===== src/rtl/ping_pong_array.sv =====
// Multi-channel ping/pong delay responder with a shared saturating pong counter.
// Each channel answers an accepted ping with a one-cycle pong BASE+cfg cycles later.
module ping_pong_array #(
   parameter int unsigned NCH       = 2,
   parameter int unsigned CFGW      = 2,
   parameter int unsigned BASE      = 4,
   parameter int unsigned CW        = 3,
   parameter int unsigned RETRIGGER = 1,
   parameter int unsigned SW        = 8
) (
   input  logic                 clk,
   input  logic                 reset,
   input  logic [NCH-1:0]       ping,
   input  logic [NCH*CFGW-1:0]  cfg,
   output logic [NCH-1:0]       pong,
   output logic [NCH-1:0]       busy,
   output logic [NCH-1:0]       reject,
   output logic [SW-1:0]        pong_count
);

   localparam int unsigned PW   = $clog2(NCH + 1);
   localparam int unsigned SUMW = SW + PW;
   localparam logic [SUMW-1:0] SAT = SUMW'({SW{1'b1}});

   // Parameter legality: the countdown must hold the largest possible delay.
   if (NCH < 1) begin : g_bad_nch
      $error("ping_pong_array: NCH must be >= 1");
   end
   if (BASE < 1) begin : g_bad_base
      $error("ping_pong_array: BASE must be >= 1");
   end
   if ((2 ** CW) - 1 < BASE + (2 ** CFGW) - 1) begin : g_bad_cw
      $error("ping_pong_array: CW too narrow for BASE + 2^CFGW - 1");
   end

   logic [NCH-1:0][CW-1:0] cnt;
   logic [NCH-1:0][CW-1:0] cnt_next;
   logic [NCH-1:0]         pong_next;
   logic [NCH-1:0]         busy_next;
   logic [NCH-1:0]         reject_next;
   logic [PW-1:0]          pop;
   logic [SUMW-1:0]        sum;
   logic [SW-1:0]          count_next;

   // Per-channel timer: decrement to zero, reload on an accepted ping.
   always_comb begin
      cnt_next    = cnt;
      pong_next   = '0;
      busy_next   = '0;
      reject_next = '0;
      for (int i = 0; i < NCH; i++) begin
         pong_next[i] = (cnt[i] == CW'(1));
         if (cnt[i] != '0) begin
            cnt_next[i] = cnt[i] - CW'(1);
         end
         if (ping[i]) begin
            if ((cnt[i] <= CW'(1)) || (RETRIGGER != 0)) begin
               cnt_next[i] = CW'(BASE) + CW'(cfg[i*CFGW +: CFGW]);
            end else begin
               reject_next[i] = 1'b1;
            end
         end
         busy_next[i] = (cnt_next[i] != '0);
      end
   end

   // Saturating accumulation of the pong vector currently on the outputs.
   always_comb begin
      pop = '0;
      for (int i = 0; i < NCH; i++) begin
         pop = pop + PW'(pong[i]);
      end
      sum = SUMW'(pong_count) + SUMW'(pop);
      if (sum > SAT) begin
         count_next = '1;
      end else begin
         count_next = sum[SW-1:0];
      end
   end

   always_ff @(posedge clk) begin
      if (reset) begin
         cnt        <= '0;
         pong       <= '0;
         busy       <= '0;
         reject     <= '0;
         pong_count <= '0;
      end else begin
         cnt        <= cnt_next;
         pong       <= pong_next;
         busy       <= busy_next;
         reject     <= reject_next;
         pong_count <= count_next;
      end
   end

endmodule

===== config.mk =====
export PLATFORM = sky130hd
export DESIGN_NAME = ping_pong_array
export DESIGN_NICKNAME = d
export VERILOG_FILES = /design/src/rtl/ping_pong_array.sv
export SDC_FILE = /design/constraint.sdc
export NUM_CORES = 1
export LEC_CHECK = 0
export CELL_PAD_IN_SITES_DETAIL_PLACEMENT = 1
export CELL_PAD_IN_SITES_GLOBAL_PLACEMENT = 2
export CORE_UTILIZATION = 32
export CTS_BUF_LIST = sky130_fd_sc_hd__clkbuf_8
export CTS_CLUSTER_DIAMETER = 200
export DETAILED_ROUTE_END_ITERATION = 8
export PLACE_DENSITY_LB_ADDON = 0.1
export SETUP_SLACK_MARGIN = 0.1
export SLEW_MARGIN = 20
export SYNTH_ARGS = -nofsm -noshare
export SYNTH_HDL_FRONTEND = slang
export SYNTH_SLANG_ARGS = --single-unit

===== constraint.sdc =====
create_clock -name clk -period 3.5 [get_ports clk]
set_input_delay 0.7 -clock clk [delete_from_list [all_inputs] [get_ports clk]]
set_output_delay 0.7 -clock clk [all_outputs]
set_load 0.01 [all_outputs]

==> metrics.cfg <==
[status]
status = finished clean

[drt]
drt-initial-drc-count = 5
postRouteWirelength_mm = 1.776
wl_per_cell_um = 12.60
drtAntennaViolNets = 0
vias = 677
firstDrtPassIters = 4
post_drt_via_cell_ratio = 4.801
drc = 0

[placement]
gp_congestion = 0.7195
place_ws_ps = 1216
dp.cells = 138
place_area_um2 = 1086
port-buffer-count = 19
hpwl_mm = 1.347

[power]
p_per_area_nw_per_um2 = 413.0
leakagePower_nw = 0.4536
combPwrFrac = 0.197
ir_worst_vdd_mv = 0.2409
p_sw_frac = 0.2622
power_frac_clock = 0.311
power.share.sequential = 0.492
p_int_uw = 343.5
finalPower_uw = 465.6
p_switching_uw = 122.1

[logic_synthesis]
syn-cell-area_um2 = 880.8
syn-instance-count = 92
ys_seq_area_frac = 0.4091
ys_ff_latch = 18
syn_area_per_cell_um2 = 9.574
synth_cell_types = 30
yosys_warnings = 0

[floorplan]
io_pins = 22
fp.dieH_um = 54.47
core.rowCount = 18
dieArea_um2 = 2966
initial_utilization = 0.3461
core_area_um2 = 2545
dieWidth_um = 54.47

[setup_path]
path_cells = clkdlybuf4s50_1
max_stage_delay_ps = 590
critPathLaunchType = flop
path_max_fanout = 7
cp.arrival_ps = 1300
crit_slowest_cell = clkdlybuf4s50_1
startpoint = pong_count[5]
cp.depth = 1
r2r_start = pong[0]
cp_num_buf_inv = 1
critPathCaptureType = primary output
critPathTopFamily = buffers and inverters
r2r_cells = 6
critical_path_class = reg2out
crit_required_ps = 2800

[layout]
syn2layout_area_growth_pct = 27.98
utilization = 0.4430
final_cell_mix = 19 x clkdlybuf4s50_1, 18 x dfxtp_1, 10 x a21oi_1
n_fill_cell = 301
final_common_cell = clkdlybuf4s50_1
multi_input_area_um2 = 464.2
nets = 129
final_area_um2 = 1127
num_antenna_cells = 0
drive_gt1_frac = 0.09009
seq_area_um2 = 360.3
final_cells = 141

[global_routing]
globalRouteOverflowTotal = 0
grt_pass1_wl_mm = 3.105
antenna_found_initial = 0
grt_pass1_vias = 669
grt_max_degree = 18
grt.total_usage = 0.1540

[min_path]
min_path_type = reg2reg
holdPathStages = 1
hp-start = cnt[5]

[cts]
clk_path_buf_depth = 2
cts_buffers = 3
clk_pin_slew_worst_paths_ps = 70
cts.sinks = 18
clk_latency_ps = 250
cts_tree = done
ctsResizeCount = 0
clockRootBuffer = clkbuf_8
ctsHoldBuffers = 0
ctsHtreeMaxLevel = 1
cts_setup_buffers = 0

[sta]
final_hold_viol_count = 0
finClkSkew_ps = 1.081
setup_ws_ps = 1501
fin_tns_setup_ps = 0
max_freq_mhz = 500.2
fin_crit_ps = 1999
drv_slew = 0
finalCritPeriodShare = 0.5712
hold_slack_ps = 479.6
rsz0062_at_grt = no
tightest_slew_ps = 652.5
slew_headroom = 0.5636
setup_violations = 0

[job]
drv_cap = 0

[cells in the mapped netlist, drive strengths merged]
cell type,count,area [um2]
nor3b,5,42.54
xor2,1,8.760
nand2b,1,6.260
o31a,1,8.760
or3,2,13.77
buf,3,22.52
a21oi,10,50.05
inv,9,33.78
o21ai,2,10.01
ha,7,87.58
nor2,6,22.52
nand3,4,20.02
conb,1,3.750
nand4,2,18.77
fa,1,20.02
clkbuf,1,3.750
nor4,2,12.51
mux2i,3,30.03
dfxtp,18,360.4
and2,1,8.760
and3,2,12.51
xnor2,3,26.28
nor2b,3,23.78
nor3,2,10.01
a2111oi,1,15.01
and4,1,8.760
[power groups by stage]
stage | sequential [mW] | combinational [mW] | clock [mW]
CTS | 0.230 | 0.0945 | 0.149
finish | 0.229 | 0.0916 | 0.145
global placement | 0.234 | 0.0905 | 0
global route | 0.231 | 0.107 | 0.158
detailed placement | 0.234 | 0.0936 | 0
floorplan | 0.236 | 0.0574 | 0
[logic make-up (layout without fill, tap and decap cells)]
| logic type | count (synthesis) | in the layout | share of synthesized area |
|---|---|---|---|
| simple gates | 31 | 31 | 0.2273 |
| flops | 18 | 18 | 0.4091 |
| compound gates | 14 | 14 | 0.09517 |
| buf+inv | 13 | 31 | 0.06817 |
| fa+ha+maj | 8 | 8 | 0.1222 |
| xor+xnor | 4 | 4 | 0.03978 |
| mux | 3 | 3 | 0.03409 |
| other cells | 1 | 2 | 0.004257 |
[flip-flops by register name, summed over array words and instances, names as in the netlist]
signal,flops
cnt,6
pong_count,8
pong,2
busy,2
[layer usage]
layer  global-route usage  share of wire  vias to the layer above
li1                     -              -                      353
met5                    0              0                        -
met3              0.03611          0.043                        4
met1               0.2000           0.50                      306
met4               0.1026          0.029                        0
met2               0.2236           0.43                       14
[worst reg2reg max path: stages (launching register included)]
cell     delay [ps]
dfxtp_1         330
fa_1            470
ha_1            230
and3_1          210
and2_4          180
nor4_1          260
nor3b_1          80
[worst paths after layout]
path / endpoint / slack (ps)
setup / recovery: pong_count[5] / 1500
hold / removal: pong[1] / 480
setup reg to reg: pong_count[7] / 1600
hold reg to reg: pong[1] / 480
[area by class of cell]
type / count / share of cell area
tap: 30 / 0.03330
multi-input combinational: 62 / 0.4118
timing repair buffer: 19 / 0.1687
sequential: 18 / 0.3196
clock buffer: 3 / 0.03663
inverter: 9 / 0.02997
(Power assumes the default switching activity.)
